--- config.mk ---
export PLATFORM = sky130hd
export DESIGN_NAME = matmul_tile_sequencer
export DESIGN_NICKNAME = d
export VERILOG_FILES = /design/src/rtl/matmul_tile_sequencer.sv
export SDC_FILE = /design/constraint.sdc
export NUM_CORES = 1
export LEC_CHECK = 0
export ABC_AREA = 1
export CAP_MARGIN = 20
export CORE_MARGIN = 8
export CORE_UTILIZATION = 53
export DETAILED_ROUTE_END_ITERATION = 6
export PLACE_DENSITY = 0.82
export SYNTH_ARGS = -nofsm -noshare
export SYNTH_HDL_FRONTEND = slang
export SYNTH_SLANG_ARGS = --single-unit
--- constraint.sdc ---
create_clock -name clk -period 5.39 [get_ports clk]
set_clock_uncertainty 0.15 [all_clocks]
set_input_delay 1.3475 -clock clk [delete_from_list [all_inputs] [get_ports clk]]
set_output_delay 1.3475 -clock clk [all_outputs]
set_load 0.01 [all_outputs]
--- src/rtl/matmul_tile_sequencer.sv ---
// K-tiled start/done sequencer for the systolic matmul core: clears the PEs, runs num_k_tiles passes
// with stepped A/B addresses and accumulate on passes 2..N. Optional WAIT watchdog: MATMUL_SEQ_TIMEOUT_EN.
module matmul_tile_sequencer #(
  parameter int AWIDTH         = 11,
  parameter int STRIDE_WIDTH   = 8,
  parameter int TILE_CNT_WIDTH = 4,
  parameter int TIMEOUT_CYCLES = 4096
) (
  input  logic                      clk,
  input  logic                      resetn,
  input  logic                      start_reg,
  input  logic                      clear_done_reg,
  input  logic [TILE_CNT_WIDTH-1:0] num_k_tiles,
  input  logic [AWIDTH-1:0]         base_addr_a,
  input  logic [AWIDTH-1:0]         base_addr_b,
  input  logic [AWIDTH-1:0]         base_addr_c,
  input  logic [STRIDE_WIDTH-1:0]   tile_step_a,
  input  logic [STRIDE_WIDTH-1:0]   tile_step_b,
  input  logic                      done_mat_mul,
  output logic                      start_mat_mul,
  output logic                      pe_resetn,
  output logic [AWIDTH-1:0]         address_mat_a,
  output logic [AWIDTH-1:0]         address_mat_b,
  output logic [AWIDTH-1:0]         address_mat_c,
  output logic                      accumulate,
  output logic [TILE_CNT_WIDTH-1:0] tile_idx,
  output logic                      busy,
  output logic                      done_reg,
  output logic                      error_reg
);

  typedef enum logic [2:0] {S_IDLE, S_PE_CLR, S_WAIT, S_GAP, S_DONE} state_t;

  state_t                    state_q, state_d;
  logic                      start_q, start_d;
  logic                      pe_resetn_q, pe_resetn_d;
  logic [AWIDTH-1:0]         addr_a_q, addr_a_d;
  logic [AWIDTH-1:0]         addr_b_q, addr_b_d;
  logic [AWIDTH-1:0]         addr_c_q, addr_c_d;
  logic                      acc_q, acc_d;
  logic [TILE_CNT_WIDTH-1:0] tile_q, tile_d;
  logic [TILE_CNT_WIDTH-1:0] num_q, num_d;
  logic [STRIDE_WIDTH-1:0]   step_a_q, step_a_d;
  logic [STRIDE_WIDTH-1:0]   step_b_q, step_b_d;
  logic                      busy_q, busy_d;
  logic                      done_q, done_d;

`ifdef MATMUL_SEQ_TIMEOUT_EN
  localparam int CNT_W = $clog2(TIMEOUT_CYCLES + 1);
  logic [CNT_W-1:0] cnt_q, cnt_d;
  logic             err_q, err_d;
`endif

  always_comb begin
    // NOTE: every _d starts as its _q so no branch can leave a signal unassigned and infer a latch.
    state_d     = state_q;
    start_d     = start_q;
    pe_resetn_d = pe_resetn_q;
    addr_a_d    = addr_a_q;
    addr_b_d    = addr_b_q;
    addr_c_d    = addr_c_q;
    acc_d       = acc_q;
    tile_d      = tile_q;
    num_d       = num_q;
    step_a_d    = step_a_q;
    step_b_d    = step_b_q;
    busy_d      = busy_q;
    done_d      = done_q;
`ifdef MATMUL_SEQ_TIMEOUT_EN
    cnt_d       = cnt_q;
    err_d       = err_q;
`endif

    unique case (state_q)
      S_IDLE: if (start_reg) begin
        num_d    = num_k_tiles;
        step_a_d = tile_step_a;
        step_b_d = tile_step_b;
        addr_a_d = base_addr_a;
        addr_b_d = base_addr_b;
        addr_c_d = base_addr_c;
        tile_d   = '0;
        acc_d    = 1'b0;
        if (num_k_tiles == '0) begin
          // Zero-pass job completes immediately and never touches the core.
          busy_d  = 1'b0;
          done_d  = 1'b1;
          state_d = S_DONE;
        end else begin
          busy_d      = 1'b1;
          pe_resetn_d = 1'b0;
          state_d     = S_PE_CLR;
        end
      end

      S_PE_CLR: begin
        pe_resetn_d = 1'b1;
        start_d     = 1'b1;
        state_d     = S_WAIT;
`ifdef MATMUL_SEQ_TIMEOUT_EN
        cnt_d       = '0;
`endif
      end

      S_WAIT: begin
        if (done_mat_mul) begin
          start_d = 1'b0;
          if (tile_q == num_q - TILE_CNT_WIDTH'(1)) begin
            done_d  = 1'b1;
            busy_d  = 1'b0;
            state_d = S_DONE;
          end else begin
            tile_d   = tile_q + TILE_CNT_WIDTH'(1);
            addr_a_d = addr_a_q + AWIDTH'(step_a_q);
            addr_b_d = addr_b_q + AWIDTH'(step_b_q);
            acc_d    = 1'b1;
            state_d  = S_GAP;
          end
`ifdef MATMUL_SEQ_TIMEOUT_EN
        end else if (cnt_q == CNT_W'(TIMEOUT_CYCLES - 1)) begin
          start_d = 1'b0;
          err_d   = 1'b1;
          done_d  = 1'b1;
          busy_d  = 1'b0;
          state_d = S_DONE;
        end else begin
          cnt_d = cnt_q + CNT_W'(1);
`endif
        end
      end

      S_GAP: begin
        start_d = 1'b1;
        state_d = S_WAIT;
`ifdef MATMUL_SEQ_TIMEOUT_EN
        cnt_d   = '0;
`endif
      end

      S_DONE: if (clear_done_reg) begin
        done_d  = 1'b0;
        state_d = S_IDLE;
`ifdef MATMUL_SEQ_TIMEOUT_EN
        err_d   = 1'b0;
`endif
      end

      default: state_d = S_IDLE;
    endcase
  end

  always_ff @(posedge clk or negedge resetn) begin
    if (!resetn) begin
      state_q     <= S_IDLE;
      start_q     <= 1'b0;
      pe_resetn_q <= 1'b1;
      addr_a_q    <= '0;
      addr_b_q    <= '0;
      addr_c_q    <= '0;
      acc_q       <= 1'b0;
      tile_q      <= '0;
      num_q       <= '0;
      step_a_q    <= '0;
      step_b_q    <= '0;
      busy_q      <= 1'b0;
      done_q      <= 1'b0;
`ifdef MATMUL_SEQ_TIMEOUT_EN
      cnt_q       <= '0;
      err_q       <= 1'b0;
`endif
    end else begin
      // NOTE: non-blocking so every flop samples the pre-edge values of the others.
      state_q     <= state_d;
      start_q     <= start_d;
      pe_resetn_q <= pe_resetn_d;
      addr_a_q    <= addr_a_d;
      addr_b_q    <= addr_b_d;
      addr_c_q    <= addr_c_d;
      acc_q       <= acc_d;
      tile_q      <= tile_d;
      num_q       <= num_d;
      step_a_q    <= step_a_d;
      step_b_q    <= step_b_d;
      busy_q      <= busy_d;
      done_q      <= done_d;
`ifdef MATMUL_SEQ_TIMEOUT_EN
      cnt_q       <= cnt_d;
      err_q       <= err_d;
`endif
    end
  end

  assign start_mat_mul = start_q;
  assign pe_resetn     = pe_resetn_q;
  assign address_mat_a = addr_a_q;
  assign address_mat_b = addr_b_q;
  assign address_mat_c = addr_c_q;
  assign accumulate    = acc_q;
  assign tile_idx      = tile_q;
  assign busy          = busy_q;
  assign done_reg      = done_q;
`ifdef MATMUL_SEQ_TIMEOUT_EN
  assign error_reg     = err_q;
`else
  assign error_reg     = 1'b0;
`endif

endmodule

==> impl_results.md, run 1 <==
* Dominant synthesized flop cell: dfrtp_1
* Sequential area share after synthesis at 41.7%
* P_sw at 1.51 mW
* Startpoint Class: register
* Syn nets at 561
* Detail Route Antenna Nets at 0
* Worst Setup End Kind: output port
* Io pins at 101
* Core box area at 0.00718 mm²
* CTS hold repair buffers at 0
* Final hold vios at 0
* Data required time of the worst path at 3890 ps
* Fin cells at 686
* Tot Pwr at 3.44 mW
* Max FO, Critical Path at 6
* Sequential share of power at 26.8%
* Yosys top cell by area: dfrtp_1
* Switching share of power at 43.8%
* Leakage at 2.57 nW
* Row count at 31
* Max_slew headroom at 45.2%
* Worst path slowest cell: clkdlybuf4s50_1
* Post-Syn Area at 0.00390 mm²
* Final period util at 54.2%
* Post_cts resized at 0
* Setup Fix Bufs, Post-CTS at 0
* Area growth syn-to-layout at 32.9%
* Post-synth EDFFs at 0
* GRT Util Overall at 20.0%
* CTS sink cnt at 65
* Minimum hold slack at 335 ps
* Final Max Slew Viols at 0
* Antenna violations before repair at 0
* TritonRoute pass-1 iters at 7
* #FFs+latches synth at 65
* Max-capacitance violation count at 0
* Clk pwr share at 13.5%
* Final GP Congestion at 0.851
* Setup violators final at 0
* DRC violations left at 0
* Die Y at 102 µm
* WL/cell at 14.3 µm
* Via/cell ratio at 5.14
* Via count at 3,527
* Die extent in x at 102 µm
* Post-layout util at 72.2%
* TritonCTS buffer count at 9
* Worst-path cell chain: clkdlybuf4s50_1
* Setup repair after global routing missed its margin: no
* Cell family with most CP delay: buffers and inverters
* Layout cells sized above 1 at 10.9%
* Pint at 1.93 mW
* Mean post-synth cell area at 8.08 µm²
* Buffers and inverters on the worst path at 1
* Status: finished, final reports clean
* Async S/R FF share, synth at 100%
* HP Class: reg -> reg
* Clock Root Buffer: clkbuf_8
* Placed cell count at 670
* CP max stage delay at 590 ps
* Sum of negative setup slack at 0 ps
* Longest Clk Path Bufs at 2
* Initial Utilization at 54.4%
* Max frequency at 342 MHz
* Nets@finish at 660
* Peak VDD IR at 0.283 mV
* Skew-Pair Late Insertion Delay at 350 ps
* Starting DRC count in detailed routing at 114
* Power Density at 663 mW/mm²
* TritonCTS clock tree: yes
* Hpwl dp at 7280 µm
* PortBufs at 99
* Period minus WS final at 2920 ps
* First-pass GRT wire length at 16,300 µm
* Synth unique cells at 36
* GRT overflow at 0
* Vias in the first global route at 3,562
* Ranking of synthesized cells by area: dfrtp_1 41%, nand2_1 19%, mux2_2 7.8%, ha_1 5.8%, inv_1 3.8%
* Combinational power share at 59.8%
* Routed WL at 9840 µm
* Largest net degree at the start of global routing at 36
* Worst slew pin tran at 819 ps
* H-tree Lvls at 3
* Antenna diodes at 0
* CP Data Arrival Time at 1420 ps
* Worst-path clk slew at 80 ps
* CP Class: reg -> out
* Syn Inst Count at 483
* Die area at 0.0104 mm²
* Yosys warns at 0
* Synth top area share at 41.1%
## per-stage QoR
| stage | worst slack, ps | cell area (µm²) |
|---|---|---|
| after CTS | 2460 | 5180 |
| after global routing | 2350 | 5180 |
| after floorplan | 3090 | 3900 |
| final | 2470 | 5180 |
| after detailed placement | 2150 | 4960 |
| after global placement | 1900 | 4940 |
## cell usage after synthesis (3+ instances only)
master and n:
nand2_1 193, dfrtp_1 64, inv_1 39, nand3_1 29, mux2_2 27, ha_1 18, nor2_1 18, o21ai_0 18
nand3b_1 8, buf_2 6, mux2i_1 6, xor2_1 6, a21oi_1 5, nand4_1 5, or2_2 5, inv_2 4
o21ai_1 4, buf_6 3, nand2_2 3
## final timing paths
check | from | end | slack (ps) | cells after the start
setup / recovery | tile_idx[2] | tile_idx[2] | 2470 | 1
hold / removal | done_reg | done_reg | 330 | 2
setup reg to reg | state_q[2] | address_mat_b[0] | 2960 | 10
hold reg to reg | done_reg | done_reg | 330 | 2
max in group asynchronous | resetn | address_mat_b[0] | 3260 | 2
min in group asynchronous | resetn | address_mat_c[10] | 930 | 1
## layer usage
metal,vias up,wire [µm],GRT usage (%)
met1,1676,4080,22.1
li1,1745,-,-
met5,-,0,0
met4,0,171,8.36
met2,90,5080,35.1
met3,16,513,5.50
## power groups by stage
stage	sequential [mW]	clock, mW	combinational [mW]
after floorplan	0.949	0	1.36
after global placement	0.907	0	1.94
after detailed placement	0.923	0	2.04
after CTS	0.916	0.474	2.06
after global routing	0.955	0.492	2.31
final	0.919	0.463	2.05
## cells by family (layout without fill, tap and decap cells)
kind of cell    after synthesis  in the layout  share of synthesized area, %
compound gates               32             32                          4.68
xor+xnor                      8              8                          1.80
fa+ha+maj                    20             20                          6.80
buf+inv                      56            160                          6.25
flops                        65             65                          41.7
mux                          33             33                          9.33
other cells                   1              1                        0.0961
simple gates                268            268                          29.3
## layout by cell type (no fill, tap or decap), types with 2 or more instances in the layout
cell	n
ha_1	18
clkinv_2	2
clkbuf_8	10
nand3b_1	8
bufinv_16	2
nor2_2	2
nand2_2	3
nand3_1	29
or2_2	5
inv_1	39
nand2_1	193
a21oi_1	5
xor2_1	6
clkdlybuf4s50_1	98
inv_2	4
xnor2_1	2
nand4_1	5
o21ai_1	4
mux2_2	27
dfrtp_1	64
fa_1	2
nor2_1	18
mux2i_1	6
a21boi_0	2
o21ai_0	18
## final cells by class
class | count | area, µm²
Clock buffer | 11 | 141
Clock inverter | 5 | 78.8
Fill cell | 579 | 1990
Inverter | 43 | 161
Multi-Input combinational cell | 362 | 2030
Sequential cell | 65 | 1630
Tap cell | 99 | 124
Timing Repair Buffer | 101 | 1020
No activity file was read; power rests on OpenSTA's default activity.
==> run 2: changes to the inputs <==
CORE_UTILIZATION = 45   (was 53)
PLACE_DENSITY = 0.74   (was 0.82)
clock period = 2.5 ns   (was 5.39 ns; I/O delays follow)
==> run 2 against run 1 <==
Sequential share of layout area fell by 0.52 points. Critical path depth unchanged. Register-to-register slack lost 2600 ps. Global-route usage fell by 1.6 points. Total power up 120%. Sequential power up 120%.
==> impl_results.md, run 2 (synthesized netlist as in run 1, its figures left out) <==
* Final hold vios at 0 (unchanged)
* Clk pwr share at 14.8% (+1.3 points)
* Hpwl dp at 7710 µm (+5.9%)
* Max-capacitance violation count at 0 (unchanged)
* Antenna diodes at 0 (unchanged)
* Initial Utilization at 45.6% (-8.7 points)
* GRT overflow at 0 (unchanged)
* Placed cell count at 683 (+1.9%)
* Skew-Pair Late Insertion Delay at 340 ps (about the same)
* Final Max Slew Viols at 0 (unchanged)
* Peak VDD IR at 0.664 mV (+130%)
* Crit path launch: pe_resetn
* Detail Route Antenna Nets at 0 (unchanged)
* Core box area at 0.00855 mm² (+19%)
* Vias in the first global route at 3,819 (+7.2%)
* Startpoint Class: register
* Power Density at 1440 mW/mm² (+120%)
* Clock Root Buffer: clkbuf_8
* Row count at 34 (+9.7%)
* Layout cells sized above 1 at 11.7% (+0.77 points)
* CP max stage delay at 540 ps (-50 ps)
* Post_cts resized at 0 (unchanged)
* DRC violations left at 0 (unchanged)
* Most common cell after layout, fill and taps aside: nand2_1
* CTS hold repair buffers at 0 (unchanged)
* P_sw at 3.31 mW (+120%)
* Antenna violations before repair at 0 (unchanged)
* Sequential share of power at 26.1% (-0.7 points)
* Switching share of power at 43.7% (-0.16 points)
* Placed cell areas at 0.00502 mm² (+1.2%)
* Period minus WS final at 2200 ps
* CTS sink cnt at 65 (unchanged)
* Nets@finish at 664 (+0.61%)
* Io pins at 101 (unchanged)
* Starting DRC count in detailed routing at 98 (-14%)
* GRT Util Overall at 18.3% (-1.6 points)
* Most frequent cells in the layout: 193 x nand2_1, 98 x clkdlybuf4s50_1, 64 x dfrtp_1
* Worst path slowest cell: dfstp_2
* Combinational power share at 59.1% (-0.7 points)
* Area growth syn-to-layout at 35.1%
* HP Class: in -> async
* Data required time of the worst path at 1730 ps (-2160 ps)
* Minimum hold slack at 113 ps (-222 ps)
* Fin cells at 699 (+1.9%)
* Sum of negative setup slack at 0 ps (unchanged)
* Die area at 0.0119 mm² (+15%)
* Fin area at 0.00527 mm² (+1.7%)
* Tot Pwr at 7.58 mW (+120%)
* Worst-path cell chain: clkdlybuf4s50_1
* Pint at 4.27 mW (+120%)
* Max FO, Critical Path at 2 (-4)
* Worst Setup End Kind: output port
* Reg-to-Reg End: address_mat_a[6]
* Leakage at 2.60 nW (+1.4%)
* FF-to-FF Start: address_mat_a[0]
* Post-layout util at 61.6% (-11 points)
* Worst-path clk slew at 80 ps (about the same)
* Layout filler cell count at 732 (+26%)
* WL/cell at 14.6 µm (+1.9%)
* Status: finished, final reports clean
* Buffers and inverters on the worst path at 1 (unchanged)
* Via count at 3,521 (-0.17%)
* Sequential Area at 0.00163 mm² (unchanged)
* CP Data Arrival Time at 1420 ps (about the same)
* Final period util at 87.9%
* Setup Fix Bufs, Post-CTS at 0 (unchanged)
* Die extent in x at 109 µm (+7.2%)
* TritonCTS buffer count at 9 (unchanged)
* Critical Path Stages at 1 (unchanged)
* Die Y at 109 µm (+7.2%)
* Final worst setup slack at 302 ps (-2170 ps)
* Final GP Congestion at 0.890 (+4.6%)
* PortBufs at 99 (unchanged)
* Largest net degree at the start of global routing at 66 (+83%)
* Longest Clk Path Bufs at 2 (unchanged)
* Reg2Reg Depth at 11 (+1)
* Setup repair after global routing missed its margin: no
* CP endpoint: pe_resetn
* Cell family with most CP delay: flip-flops
* Max frequency at 455 MHz
* Setup slack at placement at 328 ps (-1820 ps)
* TritonCTS clock tree: yes
* Setup violators final at 0 (unchanged)
* TritonRoute pass-1 iters at 6 (-1)
* R2R Setup Slk at 330 ps (-2630 ps)
* H-tree Lvls at 3 (unchanged)
* Footprint of the multi-input gates at 0.00203 mm² (unchanged)
* CP Class: reg -> out
* First-pass GRT wire length at 17,400 µm (+6.9%)
* Routed WL at 10,200 µm (+3.8%)
* Via/cell ratio at 5.04 (-2.0%)
==> run 2: cell types whose count changed in the layout (fill, tap and decap cells not counted) <==
cell | before | now
buf_16 | 1 | 0
clkinv_4 | 1 | 2
buf_4 | 1 | 3
clkbuf_1 | 1 | 0
bufinv_16 | 2 | 3
buf_12 | 0 | 3
clkbuf_8 | 10 | 9
clkinv_2 | 2 | 0
inv_6 | 0 | 2
==> run 2: power groups by stage <==
stage | clock network, mW | logic (mW) | registers, mW
4_1_cts | 1.15 | 4.52 | 1.98
3_5_place_dp | 0 | 4.48 | 2.00
5_1_grt | 1.19 | 5.08 | 2.06
2_1_floorplan | 0 | 2.93 | 2.05
6_report | 1.12 | 4.48 | 1.98
3_3_place_gp | 0 | 4.32 | 1.98
==> run 2: final cells by class <==
| cell class | count | share of cell area [%] |
|---|---|---|
| Clock buffer | 9 | 2.35 |
| Clock inverter | 7 | 2.37 |
| Inverter | 43 | 3.06 |
| Multi-Input combinational cell | 362 | 38.5 |
| Sequential cell | 65 | 30.9 |
| Tap cell | 108 | 2.56 |
| Timing Repair Buffer | 105 | 20.3 |
==> run 2: worst min path at each step <==
stage | endpoint | depth (start not counted)
2_1_floorplan | accumulate | 0
3_3_place_gp | busy | 2
3_5_place_dp | busy | 2
4_1_cts | address_mat_c[7] | 2
5_1_grt | address_mat_c[4] | 2
6_report | address_mat_c[7] | 2
==> run 2: layer usage <==
layer  vias up  global-route usage, %  wire length, µm
li1       1749                      -                -
met1      1664                   20.3             4110
met2        98                   33.7             5350
met3        10                   4.14              618
met4         0                   6.06              142
met5         -                      0                0
